**src/rtl/img_stream_packer_pkg.sv**
```systemverilog
`default_nettype none
// ============================================================================
// Module      : img_stream_packer_pkg
// Description : Shared image geometry, derived sizes and buffer-select type
//               for the pixel-stream packer feeding top_cnn.
// Revision    : 1.0 - initial release
// ============================================================================
package img_stream_packer_pkg;

  // Default image geometry shared with top_cnn
  localparam int IMG_W_DEF    = 12;
  localparam int IMG_H_DEF    = 12;
  localparam int PIX_W_DEF    = 8;
  localparam int CNT_W_DEF    = 8;
  localparam int NPIX_DEF     = IMG_W_DEF * IMG_H_DEF;
  localparam int IMG_BITS_DEF = NPIX_DEF * PIX_W_DEF;

  // Identifies one half of the ping-pong buffer pair
  typedef enum logic {
    BUF_0 = 1'b0,
    BUF_1 = 1'b1
  } buf_sel_e;

  // Returns the opposite half of the ping-pong pair
  function automatic buf_sel_e other_buf(input buf_sel_e sel);
    return (sel == BUF_0) ? BUF_1 : BUF_0;
  endfunction

endpackage
`default_nettype wire

```
**src/rtl/img_frame_buf.sv**
```systemverilog
`default_nettype none
// ============================================================================
// Module      : img_frame_buf
// Description : One full-frame buffer. Pixels are written one slice at a
//               time by index; a full flag marks a committed frame.
// Revision    : 1.0 - initial release
// ============================================================================
module img_frame_buf #(
  parameter int PIX_W = 8,
  parameter int NPIX  = 144,
  parameter int CNT_W = 8
) (
  input  logic                  clk,
  input  logic                  rst,
  input  logic                  wr_en,
  input  logic [CNT_W-1:0]      wr_idx,
  input  logic [PIX_W-1:0]      wr_data,
  input  logic                  set_full,
  input  logic                  clr_full,
  output logic [NPIX*PIX_W-1:0] data,
  output logic                  full
);

  logic [NPIX*PIX_W-1:0] r_data;
  logic                  r_full;
  logic [NPIX-1:0]       w_slice_we;

  // One write enable per pixel slot, decoded from the fill index
  for (genvar k = 0; k < NPIX; k++) begin : g_dec
    assign w_slice_we[k] = wr_en && (wr_idx == CNT_W'(k));
  end

  // Pixel storage: only the addressed slice changes on a write
  always_ff @(posedge clk or posedge rst) begin
    if (rst) begin
      r_data <= '0;
    end else begin
      for (int k = 0; k < NPIX; k++) begin
        if (w_slice_we[k]) begin
          r_data[k*PIX_W +: PIX_W] <= wr_data;
        end
      end
    end
  end

  // Full flag: commit sets it, consume clears it (never both on one buffer)
  always_ff @(posedge clk or posedge rst) begin
    if (rst) begin
      r_full <= 1'b0;
    end else if (set_full) begin
      r_full <= 1'b1;
    end else if (clr_full) begin
      r_full <= 1'b0;
    end
  end

  assign data = r_data;
  assign full = r_full;

endmodule
`default_nettype wire

```
**src/rtl/img_stream_packer.sv**
```systemverilog
`default_nettype none
// ============================================================================
// Module      : img_stream_packer
// Description : Packs a serial pixel stream into flat image vectors for
//               top_cnn using a ping-pong pair of frame buffers, and flags
//               frames whose length disagrees with the end-of-frame marker.
// Revision    : 1.0 - initial release
// ============================================================================
module img_stream_packer
  import img_stream_packer_pkg::*;
#(
  parameter int IMG_W = IMG_W_DEF,
  parameter int IMG_H = IMG_H_DEF,
  parameter int PIX_W = PIX_W_DEF,
  parameter int CNT_W = CNT_W_DEF
) (
  input  logic                           clk,
  input  logic                           rst,
  input  logic [PIX_W-1:0]               pix_data,
  input  logic                           pix_valid,
  input  logic                           pix_last,
  output logic                           pix_ready,
  output logic [IMG_W*IMG_H*PIX_W-1:0]   img_source,
  output logic                           img_valid,
  input  logic                           img_ready,
  output logic                           frame_err
);

  localparam int NPIX     = IMG_W * IMG_H;
  localparam int IMG_BITS = NPIX * PIX_W;

  buf_sel_e            r_wr_sel;
  buf_sel_e            r_rd_sel;
  logic [CNT_W-1:0]    r_cnt;
  logic                r_frame_err;

  logic [1:0]          w_full;
  logic [IMG_BITS-1:0] w_buf_data [2];
  logic [1:0]          w_buf_we;
  logic [1:0]          w_buf_set;
  logic [1:0]          w_buf_clr;
  logic                w_accept;
  logic                w_last_slot;
  logic                w_commit;
  logic                w_consume;

  // Handshake terms derived from registered state only
  assign pix_ready   = ~w_full[r_wr_sel];
  assign w_accept    = pix_valid & pix_ready;
  assign w_last_slot = (r_cnt == CNT_W'(NPIX - 1));
  // A frame commits on its 144th pixel regardless of the marker
  assign w_commit    = w_accept & w_last_slot;
  assign img_valid   = w_full[r_rd_sel];
  assign w_consume   = img_valid & img_ready;
  assign img_source  = (r_rd_sel == BUF_1) ? w_buf_data[1] : w_buf_data[0];
  assign frame_err   = r_frame_err;

  for (genvar b = 0; b < 2; b++) begin : g_buf
    assign w_buf_we[b]  = w_accept  & (r_wr_sel == buf_sel_e'(b));
    assign w_buf_set[b] = w_commit  & (r_wr_sel == buf_sel_e'(b));
    assign w_buf_clr[b] = w_consume & (r_rd_sel == buf_sel_e'(b));

    img_frame_buf #(
      .PIX_W (PIX_W),
      .NPIX  (NPIX),
      .CNT_W (CNT_W)
    ) u_frame_buf (
      .clk      (clk),
      .rst      (rst),
      .wr_en    (w_buf_we[b]),
      .wr_idx   (r_cnt),
      .wr_data  (pix_data),
      .set_full (w_buf_set[b]),
      .clr_full (w_buf_clr[b]),
      .data     (w_buf_data[b]),
      .full     (w_full[b])
    );
  end

  // Fill counter restarts after a committed frame or an early end marker
  always_ff @(posedge clk or posedge rst) begin
    if (rst) begin
      r_cnt <= '0;
    end else if (w_accept) begin
      if (w_last_slot || pix_last) begin
        r_cnt <= '0;
      end else begin
        r_cnt <= r_cnt + 1'b1;
      end
    end
  end

  // Write and read pointers advance independently on commit and consume
  always_ff @(posedge clk or posedge rst) begin
    if (rst) begin
      r_wr_sel <= BUF_0;
      r_rd_sel <= BUF_0;
    end else begin
      if (w_commit) begin
        r_wr_sel <= other_buf(r_wr_sel);
      end
      if (w_consume) begin
        r_rd_sel <= other_buf(r_rd_sel);
      end
    end
  end

  // Framing error: marker present on a non-final pixel or absent on the final one
  always_ff @(posedge clk or posedge rst) begin
    if (rst) begin
      r_frame_err <= 1'b0;
    end else begin
      r_frame_err <= w_accept & (w_last_slot ^ pix_last);
    end
  end

endmodule
`default_nettype wire

```
**config.mk**
```make
export PLATFORM = sky130hd
export DESIGN_NAME = img_stream_packer
export DESIGN_NICKNAME = d
export VERILOG_FILES = /design/src/rtl/img_stream_packer_pkg.sv /design/src/rtl/img_frame_buf.sv /design/src/rtl/img_stream_packer.sv
export SDC_FILE = /design/constraint.sdc
export NUM_CORES = 2
export LEC_CHECK = 0
export ABC_CLOCK_PERIOD_IN_PS = 102500
export CAP_MARGIN = 20
export CORE_AREA = 2 2 454 456
export DETAILED_ROUTE_END_ITERATION = 8
export DIE_AREA = 0 0 456 458
export HOLD_SLACK_MARGIN = 0.1
export PLACE_DENSITY = 0.69
export SETUP_SLACK_MARGIN = 0.5
export SYNTH_ARGS = -nofsm -noshare
export SYNTH_HDL_FRONTEND = slang
export SYNTH_SLANG_ARGS = --single-unit
```
**constraint.sdc**
```tcl
create_clock -name clk -period 102.5 [get_ports clk]
set_input_delay 15.375 -clock clk [delete_from_list [all_inputs] [get_ports clk]]
set_output_delay 15.375 -clock clk [all_outputs]
set_load 0.02 [all_outputs]
```
==> impl_metrics.yaml <==
routing:
  vias_per_cell: 5.813
  finalWirelength_mm: 337.3
  postRouteAntennaNets: 0
  routedWlPerCell_um: 31.88
  drc: 0
  vias: 61503
  initialDrtViolationCount: 4549
  drtPass1Iterations: 5
yosys:
  synth_edf_count: 0
  synth_top_area_share_pct: 57.45
  synth_fa_ha_area_share_pct: 0.07439
  synth-seq-cells: 2317
  synth.cell_area_mm2: 0.1009
  ys_seq_area_share_pct: 57.45
  synth_simple_gate_area_share_pct: 2.030
  syn-instance-count: 6645
  yosysTopAreaCell: "dfrtp_1"
  synthArstFlopShare_pct: 100.0
  ys_warn_count: 0
  top_post_synthesis_cells_by_area: "dfrtp_1 57%, mux2_2 38%, clkbuf_1 1.5%"
  dominant_combinational_cell_family_by_area_after_synthesis: "multiplexers"
  synthFlopType: "dfrtp_1"
  synth_xor_area_share_pct: 0
  netlist_cell_types: 51
  avg_cell_area_syn_um2: 15.19
  postSynthNetCount: 6664
  synth.mux.area_fraction_pct: 38.58
  synth_compound_gate_area_share_pct: 0.1116
sta:
  slew_violations: 0
  holdWs_ns: 0.4907
  finalHoldViolCount: 0
  finalSetupViolCount: 0
  actual_slew_at_the_worst_max_slew_pin_ns: 1.387
  slew_headroom_pct: 7.529
  fin_worst_skew_ns: 0.04101
  timing.final.crit_period_ns: 20.91
  rsz0062_at_grt: "false"
  totalNegativeSetupSlack_ns: 0
  post_route_clock_period_utilization_pct: 20.40
  maximum_clock_rate_mhz: 47.83
clock_tree:
  cts_resized: 0
  cts_setup_buffers: 0
  tritoncts: "built"
  cts.root.buffer_cell: "clkbuf_16"
  total_of_hold_buffers_inserted_after_clock_tree_synthesis: 0
  cts_inserted_buffers: 234
  clkSlewWorstSetupHoldPaths_ns: 0.06
  insertion_delay_ns: 0.92
  clock_path_buffers: 3
  clock_tree.htree_level_count: 4
  numClockSinks: 2317
min_path:
  holdCritPathClass: "flip-flop to flip-flop"
run:
  max_cap_violations: 0
worst_setup_path:
  worst-r2r-setup-slack_ns: 98.41
  setup.worst_path.start_class: "flip-flop"
  crit_type: "flip-flop to output pin"
  cp.required_ns: 87.12
  worst_ep_arrival_time_ns: 5.53
  worstPathMaxFanout: 130
  crit_path_end_kind: "output pin"
finish:
  synthToLayoutAreaGrowth_pct: 22.30
  fraction_of_layout_cells_with_a_size_suffix_above_1_pct: 51.24
  layout_commonest_cell: "mux2_2"
  mostFrequentLayoutCells: "3,431 x mux2_2, 2,316 x dfrtp_1, 1,159 x clkdlybuf4s50_1"
  net_count_of_the_finished_layout: 7707
global_routing:
  grt_pass1_wl_mm: 480.0
  antenna_found_initial: 12
  grt_usage_pct: 31.92
  grt-ovfl-total: 0
  first_global_vias: 63930
  grt_max_degree: 179
floorplan:
  core_mm2: 0.2038
  io_pins: 1168
  fp.dieW_um: 456
  initial_utilization_pct: 49.53
  die_area_mm2: 0.2088
  fp.dieH_um: 458
  std_cell_rows: 166
pwr:
  power_density_mw_per_mm2: 16.49
  p_leak_uw: 0.06077
  power.ir.vdd_worst_mv: 0.01939
place:
  hpwl_mm: 226.1
  finalWeightedCongestion: 0.8474
  io_buffers: 1167
outcome:
  result_of_the_run: "finished clean"
==> report_power, final <==
group / internal (uW) / leakage [uW] / total (uW) / switching, uW
Clock: 515 / 0.00399 / 894 / 379
Sequential: 937 / 0.0321 / 949 / 12.3
Combinational: 73.9 / 0.0246 / 193 / 119
==> path summary, 6_finish.rpt <==
path | startpoint | cells after the start | to
min in group asynchronous | rst | 2 | g_buf[0].u_frame_buf.data[801]$_DFFE_PP0P_
max in group asynchronous | rst | 7 | g_buf[1].u_frame_buf.data[1009]$_DFFE_PP0P_
hold / removal | g_buf[0].u_frame_buf.data[767]$_DFFE_PP0P_ | 1 | g_buf[0].u_frame_buf.data[767]$_DFFE_PP0P_
hold reg to reg | g_buf[0].u_frame_buf.data[767]$_DFFE_PP0P_ | 1 | g_buf[0].u_frame_buf.data[767]$_DFFE_PP0P_
setup / recovery | r_rd_sel$_DFFE_PP0P_ | 5 | img_source[273]
setup reg to reg | r_cnt[2]$_DFFE_PP0N_ | 4 | g_buf[1].u_frame_buf.data[808]$_DFFE_PP0P_
==> per-stage QoR <==
stage	setup slack, ns	instance area (um2)	cells	power, uW	util (%)
after floorplan	21.65	100900	6645	1085	-
after global placement	82.39	115100	10133	1154	56.49
after detailed placement	82.21	115100	10134	1158	56.50
after CTS	81.47	123200	10568	2049	60.49
after global routing	81.38	123400	10575	2099	60.57
final	81.59	123400	10580	2035	60.58
==> cells by family (layout without fill, tap and decap cells) <==
group | after synthesis | in the layout
AOI/OAI and AO/OA | 18 | 18
adders and majority gates | 6 | 6
buffers and inverters | 453 | 1694
DFF | 2317 | 2317
muxes | 3458 | 3458
other | 0 | 6
and+or+nand+nor | 393 | 393
==> synth_stat cells (4+ instances only) <==
library cell and count:
and2_1 15, and3_1 8, buf_1 5, buf_2 24
clkbuf_1 411, dfrtp_1 2317, ha_1 6, inv_1 7
mux2_1 26, mux2_2 3431, nand2_1 193, nand2_2 12
nand2b_1 4, nand3_1 17, nor2_1 32, nor2_2 66
nor2_4 11, o21ai_0 8, or4b_1 4
==> registers in the layout, indices dropped and copies added, names as in the netlist <==
register / flops
r_rd_sel: 1
r_wr_sel: 1
frame_err: 1
g_buf.u_frame_buf.data: 2304
g_buf.u_frame_buf.full: 2
r_cnt: 8
==> per-layer routing <==
layer	share of wire (%)	track usage (%)
met1	41	41.52
met2	46	49.15
met3	6.4	7.275
met4	6.7	18.66
met5	0.0068	0
==> area by class of cell <==
class / count / area [um2]
diodes: 6 / 15.01
clock buffers: 339 / 6830
clock inverters: 95 / 1297
fillers: 15504 / 80320
inverters: 7 / 33.78
multi-input cells: 3875 / 41280
flip-flops and latches: 2317 / 57980
well taps: 2688 / 3363
repair buffers: 1253 / 12620
==> worst max-delay path, stage by stage (launching register included) <==
cell and delay, ns:
dfrtp_4 0.86, buf_4 0.89, buf_12 0.62, buf_4 0.83
mux2_2 0.52, clkdlybuf4s50_1 0.58
(Power assumes the default switching activity.)
